## config.mk

```make
export PLATFORM = sky130hd
export DESIGN_NAME = serial_adder_ctrl
export DESIGN_NICKNAME = d
export VERILOG_FILES = /design/src/rtl/serial_adder_ctrl.sv
export SDC_FILE = /design/constraint.sdc
export NUM_CORES = 1
export LEC_CHECK = 0
export ABC_CLOCK_PERIOD_IN_PS = 1340
export CELL_PAD_IN_SITES_DETAIL_PLACEMENT = 1
export CELL_PAD_IN_SITES_GLOBAL_PLACEMENT = 2
export CORE_ASPECT_RATIO = 0.75
export CORE_UTILIZATION = 30
export CTS_CLUSTER_SIZE = 14
export DETAILED_ROUTE_END_ITERATION = 10
export PLACE_DENSITY = 0.75
export SKIP_LAST_GASP = 1
export SLEW_MARGIN = 25
export SYNTH_ARGS = -nofsm -noshare
export SYNTH_HDL_FRONTEND = slang
export SYNTH_SLANG_ARGS = --single-unit
```

## constraint.sdc

```tcl
create_clock -name clk -period 1.34 [get_ports clk]
set_input_delay 0.268 -clock clk [delete_from_list [all_inputs] [get_ports clk]]
set_output_delay 0.268 -clock clk [all_outputs]
set_load 0.01 [all_outputs]
```

## src/rtl/serial_adder_ctrl.sv

```systemverilog
// rtl/serial_adder_ctrl.sv - bit-serial adder with valid/ready handshakes
// One full-adder slice (two half adders) is reused LSB-first over WIDTH cycles.

module halfadder (
  input  logic x,
  input  logic y,
  output logic sum,
  output logic carry
);
  assign sum   = x ^ y;
  assign carry = x & y;
endmodule

module serial_adder_ctrl #(
  parameter int WIDTH = 8
) (
  input  logic             clk,
  input  logic             rst,
  input  logic             in_valid,
  output logic             in_ready,
  input  logic [WIDTH-1:0] a,
  input  logic [WIDTH-1:0] b,
  input  logic             cin,
  output logic             out_valid,
  input  logic             out_ready,
  output logic [WIDTH-1:0] sum,
  output logic             cout,
  output logic             busy
);
  localparam int CW = $clog2(WIDTH + 1);

  typedef enum logic [1:0] {S_IDLE, S_RUN, S_DONE} state_t;

  state_t           r_state;
  state_t           w_state_next;
  logic [WIDTH-1:0] r_a_sh;
  logic [WIDTH-1:0] r_b_sh;
  logic [WIDTH-1:0] r_sum_sh;
  logic             r_c;
  logic [CW-1:0]    r_cnt;
  logic [WIDTH-1:0] r_sum;
  logic             r_cout;
  logic             r_out_valid;

  logic             w_ha1_sum;
  logic             w_ha1_carry;
  logic             w_bit_sum;
  logic             w_ha2_carry;
  logic             w_carry_next;
  logic             w_last;
  logic [WIDTH-1:0] w_sum_next;

  halfadder u_ha1 (
    .x     (r_a_sh[0]),
    .y     (r_b_sh[0]),
    .sum   (w_ha1_sum),
    .carry (w_ha1_carry)
  );

  halfadder u_ha2 (
    .x     (w_ha1_sum),
    .y     (r_c),
    .sum   (w_bit_sum),
    .carry (w_ha2_carry)
  );

  assign w_carry_next = w_ha1_carry | w_ha2_carry;
  assign w_last       = (r_cnt == CW'(WIDTH - 1));

  // A 1-bit result has no older bits to shift in.
  generate
    if (WIDTH == 1) begin : g_w1
      assign w_sum_next = w_bit_sum;
    end else begin : g_wn
      assign w_sum_next = {w_bit_sum, r_sum_sh[WIDTH-1:1]};
    end
  endgenerate

  always_ff @(posedge clk) begin
    if (rst) begin
      r_state <= S_IDLE;
    end else begin
      r_state <= w_state_next;
    end
  end

  always_comb begin
    w_state_next = r_state;
    in_ready     = 1'b0;
    busy         = 1'b1;
    case (r_state)
      S_IDLE: begin
        in_ready = 1'b1;
        busy     = 1'b0;
        if (in_valid) w_state_next = S_RUN;
      end
      S_RUN: begin
        if (w_last) w_state_next = S_DONE;
      end
      S_DONE: begin
        if (out_ready) w_state_next = S_IDLE;
      end
      default: w_state_next = S_IDLE;
    endcase
  end

  always_ff @(posedge clk) begin
    if (rst) begin
      r_a_sh      <= '0;
      r_b_sh      <= '0;
      r_sum_sh    <= '0;
      r_c         <= 1'b0;
      r_cnt       <= '0;
      r_sum       <= '0;
      r_cout      <= 1'b0;
      r_out_valid <= 1'b0;
    end else begin
      case (r_state)
        S_IDLE: begin
          if (in_valid) begin
            r_a_sh <= a;
            r_b_sh <= b;
            r_c    <= cin;
            r_cnt  <= '0;
          end
        end
        S_RUN: begin
          r_sum_sh <= w_sum_next;
          r_c      <= w_carry_next;
          r_a_sh   <= r_a_sh >> 1;
          r_b_sh   <= r_b_sh >> 1;
          r_cnt    <= r_cnt + CW'(1);
          if (w_last) begin
            r_sum       <= w_sum_next;
            r_cout      <= w_carry_next;
            r_out_valid <= 1'b1;
          end
        end
        S_DONE: begin
          if (out_ready) r_out_valid <= 1'b0;
        end
        default: r_out_valid <= 1'b0;
      endcase
    end
  end

  assign out_valid = r_out_valid;
  assign sum       = r_sum;
  assign cout      = r_cout;
endmodule

```

==> results.cfg <==
[status]
outcome = finished, final reports clean

[finish]
area_growth_pct = 38.1
final_cell_mix = dfxtp_1 (36), nor2_1 (27), nand2_1 (20)
mostFrequentLayoutCell = dfxtp_1
final_nets = 272
drive_gt1_frac = 0.193
n_antenna_cell = 0
final_core_util = 0.439

[cts]
cts_buffers = 5
clk_pin_slew_ns = 0.08
tritoncts = built
ctsLongestPathBuffers = 2
cts.sinks = 40
htreeDepth = 2
cts_root_buf = clkbuf_8
holdBufCountCts = 0
worstSkewPairLatency_ns = 0.30

[power_and_ir_drop]
power_density_mw_per_mm2 = 1020
leakagePower_nw = 0.918
ir_worst_vdd_uv = 380

[floorplanning]
pin_count = 33
start_util = 0.318
die_h_um = 67.8
core_region_area_mm2 = 0.00544
die_w_um = 89.7
die_area_mm2 = 0.00608
num_rows = 23

[placed_design]
post-place-ws_ns = -0.217
portBuffers = 32
place_congestion = 0.780
dpl.hpwl_um = 3450

[worst_setup_path]
slowest_delay_ns = 0.35
critPathMaxFanout = 16
path_class = flip-flop to flip-flop
cp_cell_sequence = buf_6 -> o21ba_2 -> buf_4 -> nor2_1 -> a211oi_1
critPathArrivalTime_ns = 1.48
startpoint_type = flip-flop
required_ns = 1.55
path_buf_inv = 2
slowest_stage = dfxtp_2
end_kind = flip-flop
crit_family = compound AO/OA/AOI/OAI gates

[detailed_routing]
drt_iter0_drc = 64
via_per_inst = 4.91
dr.pass1.iters = 4
drc = 0
ant_nets = 0
wire_per_inst_um = 15.0
wirelength_um = 4880
via_count = 1590

[grt]
antenna_found_initial = 0
grt_pass1_vias = 1566
grt-ovfl-total = 0
grt_pass1_wl_um = 7850
grt_max_degree = 33
track_usage = 0.175

[yosys]
synthCells = 204
ys_types = 30
netlist_top_cells_area = dfxtp_1 (46%), a211oi_1 (6.5%), nor2_1 (6.1%)
yosysTopAreaCell = dfxtp_1
seq_area_frac_synth = 0.463
synth_top_area_frac = 0.463
synth_fp_nets = 227
avgSynthCellArea_um2 = 8.48
netlist_area_mm2 = 0.00173
ys_ff_latch = 40
yosysWarningCount = 0

[sta]
hold_viol_final = 0
layout_setup_ws_ns = 0.0704
maxSlewViolCount = 0
post-route-min-period_ns = 1.27
max_freq_mhz = 788
setup_violations = 0
skew_ns = 0.00796
finalCritPeriodShare = 0.947
relSlewSlack = 0.773
tightestPinTransition_ns = 0.341

[hold_path]
hp-class = flip-flop to flip-flop

[flow_run]
drv_cap = 0
==> per-stage QoR <==
stage | setup TNS, ns | area (um^2) | instances | total power, mW | hold slack (ns)
after floorplan | 0 | 1730 | 204 | 1.49 | 0.437
after global placement | -1.64 | 2220 | 315 | 1.63 | 0.448
after detailed placement | -3.40 | 2220 | 315 | 1.65 | 0.466
after CTS | -0.0524 | 2330 | 324 | 2.43 | 0.477
after global routing | -0.00599 | 2390 | 324 | 2.54 | 0.499
final | 0 | 2390 | 324 | 2.43 | 0.472
==> state kept, by name (all words and copies together) (netlist names) <==
| name | count |
|---|---|
| r_a_sh | 8 |
| cout | 1 |
| r_sum_sh | 7 |
| r_c | 1 |
| r_b_sh | 8 |
| out_valid | 1 |
| sum | 8 |
| r_cnt | 4 |
| r_state | 2 |
==> worst min-delay path, stage by stage, from the launching register on <==
cell,delay (ns)
dfxtp_1,0.33
nand2_1,0.06
a21oi_1,0.05
==> Yosys cell counts, drive strengths merged <==
library cell / instances
a211oi: 15
a21oi: 10
a22oi: 1
a31oi: 1
a32oi: 2
and2b: 1
buf: 9
clkbuf: 9
dfxtp: 40
fa: 1
ha: 1
inv: 3
mux2i: 1
nand2: 20
nand2b: 12
nand3: 2
nand4b: 1
nor2: 28
nor2b: 9
o21ai: 19
o21ba: 1
o21bai: 1
o22ai: 9
o2bb2ai: 6
o32a: 1
or3: 1
==> power by group <==
| part | leakage [nW] | switching, mW | internal (mW) | total, mW |
|---|---|---|---|---|
| combinational | 0.548 | 0.178 | 0.201 | 0.379 |
| clock | 0.0410 | 0.419 | 0.354 | 0.773 |
| sequential | 0.329 | 0.0387 | 1.24 | 1.28 |
==> per-layer routing <==
| metal | vias up | routed length (um) | GRT usage |
|---|---|---|---|
| li1 | 796 | - | - |
| met1 | 757 | 2480 | 0.243 |
| met2 | 30 | 2150 | 0.263 |
| met3 | 7 | 168 | 0.0367 |
| met4 | 0 | 80 | 0.0714 |
| met5 | - | 0 | 0 |
==> layout make-up <==
cell class,count,area (um^2)
Clock inverter,1,5.00
Timing Repair Buffer,56,517
Clock buffer,6,72.6
Fill cell,649,3050
Tap cell,75,93.8
Inverter,3,15.0
Sequential cell,40,808
Multi-Input combinational cell,143,878
==> timing repair <==
action                     in CTS  in global routing
setup endpoints to repair      27                 30
setup buffers                   2                  0
pin swaps                       0                  1
resized for setup              18                 24
hold endpoints to repair        0                  0
==> final timing paths <==
check	depth (start not counted)	endpoint	slack (ns)	start
setup / recovery	5	r_b_sh[1]	0.07	r_state[1]
hold / removal	2	r_sum_sh[4]	0.47	r_sum_sh[5]
setup reg to reg	5	r_b_sh[1]	0.07	r_state[1]
hold reg to reg	2	r_sum_sh[4]	0.47	r_sum_sh[5]
==> cell families (layout without fill, tap and decap cells) <==
kind of cell | count (synthesis) | after routing | synth area share
flip-flops | 40 | 40 | 0.463
AO/OA/AOI/OAI | 66 | 66 | 0.246
multiplexers | 1 | 1 | 0.00578
AND/OR/NAND/NOR | 74 | 74 | 0.203
adder cells (fa/ha/maj) | 2 | 2 | 0.0188
buffers and inverters | 21 | 66 | 0.0636
No activity file was read; power rests on OpenSTA's default activity.
==> patch 1, RTL diff (config.mk and constraints unchanged) <==
Re-encode `state_t` (3 states) as one-hot, 3 bits wide.
--- a/src/rtl/serial_adder_ctrl.sv
+++ b/src/rtl/serial_adder_ctrl.sv
@@ -30,5 +30,5 @@
   localparam int CW = $clog2(WIDTH + 1);
 
-  typedef enum logic [1:0] {S_IDLE, S_RUN, S_DONE} state_t;
+  typedef enum logic [2:0] {S_IDLE = 3'b001, S_RUN = 3'b010, S_DONE = 3'b100} state_t;
 
   state_t           r_state;
Check against the original RTL: no difference found for any inputs over 10 cycles, from zero or initial values and one cycle with rst high; not proved beyond that.
==> patch 1 against the original RTL <==
- the flow now finishes with violations (setup timing)
- power is 3.5% higher
- critical path depth stayed put
- wire length is 11% higher
- worst hold slack worse by 0.0055 ns
- utilization is 2.6 points higher
- worst setup slack worse by 0.13 ns
- synthesized area is 3.1% higher
- cell area is 7.5% higher
- sequential share of layout area is 1.4 points lower
- sequential cell count is 1 higher
- clock skew is 0.0026 ns lower
- largest power group unchanged
==> patch 1: results (changes against the original RTL) <==
Run status
  • Status: complete, but fails checks
  • Failing checks: setup timing

Critical path
  • Crit-path slowest cell: and4bb_4
  • Max FO, Critical Path: 7 (-9)
  • Critical Path Max Stage Delay: 0.40 ns (+0.05 ns)

Global routing
  • Global-route wire length before repair: 8.02 mm (+2.2%)
  • Largest net degree at the start of global routing: 42 (+27%)
  • GR Util met1: 20.9% (-3.3 points)
  • Met3 track demand over resource: 3.51% (-0.16 points)
  • Vias in the first global route: 1647 (+5.2%)
  • Top Usage Layer GRT: met2
  • All-Layer GR Usage: 16.7% (-0.80 points)
  • Met2 global-route usage: 28.7% (+2.4 points)

STA
  • Setup slack after layout: -0.0596 ns (-0.130 ns)
  • Fin Setup TNS: -0.270 ns (-0.270 ns)
  • Setup Skew: 0.00537 ns (-0.00260 ns)
  • Least-Margin Pin Slew: 0.293 ns (-0.0484 ns)
  • Final setup viols: 16 (+16)

Power
  • Int Power: 1.86 mW (+3.6%)
  • Worst VDD drop: 429 uV (+13%)
  • Leakage: 0.983 nW (+7.1%)

Detailed routing
  • DRT iter0 DRCs: 79 (+23%)
  • Final WL: 5.41 mm (+11%)
  • Post-DR vias/cell: 5.20 (+6.0%)

Logic synthesis
  • Register area share after synthesis: 46.0% (-0.27 points)
  • Netlist cell types: 33 (+10%)
  • Syn nets: 220 (-3.1%)
  • Commonest cells in the netlist: 41 x dfxtp_1, 33 x nor3_1, 24 x a21oi_1, 18 x nand2_1, 13 x nand3_1
  • Synth area leaders: dfxtp_1 46%, nor3_1 9.3%, o22ai_2 7.0%
  • Synth warn: 0 (unchanged)

Place
  • Routability cong.: 0.741 (-5.0%)
  • Post-DP HPWL: 3.37 mm (-2.2%)

Cells and area
  • Layout cells sized above 1: 25.8% (+6.5 points)
  • Nets@finish: 268 (-1.5%)
-- patch 1: worst paths after layout --
path / cells past startpoint / slack [ns] / startpoint / to
min: 2 / 0.47 / r_sum_sh[1] / sum[0]
min reg2reg: 2 / 0.47 / r_sum_sh[1] / sum[0]
max: 5 / -0.06 / r_state[1] / r_b_sh[7]
max reg2reg: 5 / -0.06 / r_state[1] / r_b_sh[7]
-- patch 1: cells by family after synthesis --
kind of cell	count (synthesis)	synth area share, %
AND/OR/NAND/NOR	77	23.6
AO/OA/AOI/OAI	51	19.2
flip-flops	41	46.0
multiplexers	3	1.68
buffers and inverters	22	7.22
XOR/XNOR	1	0.491
adder cells (fa/ha/maj)	2	1.82
-- patch 1: metrics by stage --
| stage | setup slack, ns | power [mW] | area [sq um] | instances |
|---|---|---|---|---|
| after global placement | -0.171 | 1.71 | 2300 | 306 |
| final | -0.0596 | 2.52 | 2570 | 319 |
| after global routing | -0.120 | 2.63 | 2570 | 319 |
| after floorplan | -0.0319 | 1.56 | 1790 | 197 |
| after CTS | -0.0861 | 2.47 | 2390 | 313 |
| after detailed placement | -0.218 | 1.72 | 2300 | 306 |
-- patch 1: layer usage --
layer / up-vias / share of wire (%)
met5: - / 0
met1: 831 / 49
met3: 4 / 2.3
met2: 19 / 48
li1: 806 / -
met4: 0 / 1.1
-- patch 1: layout make-up --
cell class	instances	area, sq um
multi-input cells	134	885
repair buffers	61	678
inverters	2	7.51
clock buffers	5	68.8
clock inverters	1	5.00
flip-flops and latches	41	832
well taps	75	93.8
fillers	642	2960
-- patch 1: critical path: cells and delay by family (launching register included) --
| kind | cells | cell delay (ns) |
|---|---|---|
| DFF | 1 | 0.37 |
| and+or+nand+nor | 2 | 0.47 |
| muxes | 1 | 0.19 |
| buffers and inverters | 2 | 0.26 |
-- patch 1: power by group through the flow --
stage,clock (mW),combinational (mW),sequential (mW)
finish,0.753,0.446,1.32
global route,0.820,0.481,1.33
CTS,0.774,0.378,1.32
detailed placement,0,0.375,1.35
global placement,0,0.362,1.34
floorplan,0,0.227,1.33
-- patch 1: what timing repair did --
| item | CTS | global route |
|---|---|---|
| buffers inserted | 1 | 1 |
| pin swaps | 1 | 2 |
| endpoints found under the setup margin | 52 | 33 |
| gates cloned | 0 | 5 |
| gates resized for setup | 23 | 23 |
==> patch 2, RTL diff (config.mk and constraints unchanged) <==
Made on the original files. The parameter `WIDTH` goes from 8 to 16.
--- a/src/rtl/serial_adder_ctrl.sv
+++ b/src/rtl/serial_adder_ctrl.sv
@@ -13,5 +13,5 @@
 
 module serial_adder_ctrl #(
-  parameter int WIDTH = 8
+  parameter int WIDTH = 16
 ) (
   input  logic             clk,
Ports: changed (resized a, b and sum); port bits go from 33 to 57. The function was not compared with the original's and may differ.
==> patch 2 against the original RTL <==
- the run now ends with setup timing left
- worst setup slack lost 0.27 ns
- clock skew grew 0.00061 ns
- clock power grew to 2.9 times the old value
- wire length grew 100%
- sequential cell count grew 33
- synthesized cell count grew 110%
- power grew 120%
- sequential power grew 84%
- synthesized area grew 100%
- cell area grew 95%
- final cell count grew 94%
- critical path type unchanged
==> patch 2: results (changes against the original RTL) <==
Cells and area
  • Nets@finish: 524 (+93%)
  • FILL cells: 1305 (+100%)
  • FFs & Latches: 73 (+83%)
  • Area Growth Syn to Fin: 34.0%
  • Seq area share: 31.5% (-2.3 points)
  • Layout cells sized above 1: 20.9% (+1.6 points)
  • Fin cells: 629 (+94%)
  • Clock-cell share: 6.05% (+2.8 points)
  • Signal buffers: 84 (+50%)
  • Area taken by multi-input logic gates: 0.00170 sq mm (+93%)
  • Inverters, non-clock: 33 (+30)

Logic synthesis
  • Syn Area/Cell: 8.19 sq um (-3.4%)
  • Post-Syn Instances: 424 (+110%)
  • Commonest cells in the netlist: 82 x a21oi_1, 73 x dfxtp_1, 68 x nand2_1, 52 x nor2_1, 33 x inv_1
  • Syn nets: 464 (+100%)
  • Synth area leaders: dfxtp_1 42%, a21oi_1 12%, o221a_2 7.5%
  • Register area share after synthesis: 42.1% (-4.2 points)

Detailed routing
  • Metal-1 WL: 4.97 mm (+100%)
  • WL met2: 4.58 mm (+110%)
  • DRT iter0 DRCs: 142 (+120%)
  • Avg WL per Cell: 15.7 um (+4.5%)

Power
  • Clock share of power: 42.9% (+11 points)
  • Seq power: 2.35 mW (+84%)
  • Worst VDD drop: 554 uV (+46%)
  • Int Power: 3.90 mW (+120%)

Clock tree
  • Resize count post-CTS: 38 (+20)
  • Num CTS Buffers: 9 (+4)
  • Worst-skew pair later-pin latency: 0.34 ns (+0.04 ns)
  • Setup bufs post-CTS: 0 (-2)
  • CTS clk-pin slew, worst paths: 0.06 ns (-0.02 ns)
  • CTS H-tree lvls: 3 (+1)
  • Root Buffer: clkbuf_16

Min path
  • Hold_sp: rst
  • Worst Hold End: r_b_sh[15]
  • Hold WC Path Type: input port to register

STA
  • Setup slack after layout: -0.201 ns (-0.271 ns)
  • Setup Skew: 0.00857 ns (+0.000611 ns)
  • Least-Margin Pin Slew: 0.421 ns (+0.0797 ns)
  • Final setup viols: 21 (+21)

Critical path
  • Max FO, Critical Path: 9 (-7)
  • CP top delay family: simple AND/OR/NAND/NOR gates
  • R2R Path End: out_valid
  • FF-to-FF Start: r_cnt[1]
  • Worst reg2reg path depth: 7 (+2)

Global routing
  • All-Layer GR Usage: 16.9% (-0.58 points)
  • Met3 track demand over resource: 3.76% (+0.092 points)
  • Largest net degree at the start of global routing: 34 (+3.0%)
  • Vias in the first global route: 3177 (+100%)

Run status
  • Failing checks: setup timing
  • Status: complete, but fails checks

Place
  • Routability cong.: 0.716 (-8.1%)
==> patch 2: worst max-delay path by stage <==
stage / end / depth (start not counted) / start / slack, ns
after floorplan: out_valid / 8 / r_cnt[1] / -0.17
after global placement: sum[10] / 5 / r_state[0] / -0.15
after detailed placement: sum[9] / 5 / r_state[0] / -0.20
after CTS: sum[15] / 7 / r_cnt[1] / -0.14
after global routing: sum[4] / 7 / r_cnt[1] / -0.23
final: out_valid / 7 / r_cnt[1] / -0.20
==> patch 2: cell families (layout without fill, tap and decap cells) <==
| group | Yosys count | in the layout | share of synthesized area, % |
|---|---|---|---|
| flip-flops | 73 | 73 | 42.1 |
| multiplexers | 2 | 2 | 0.576 |
| AO/OA/AOI/OAI | 135 | 135 | 27.0 |
| buffers and inverters | 70 | 133 | 11.6 |
| adder cells (fa/ha/maj) | 3 | 3 | 1.30 |
| AND/OR/NAND/NOR | 141 | 143 | 17.5 |
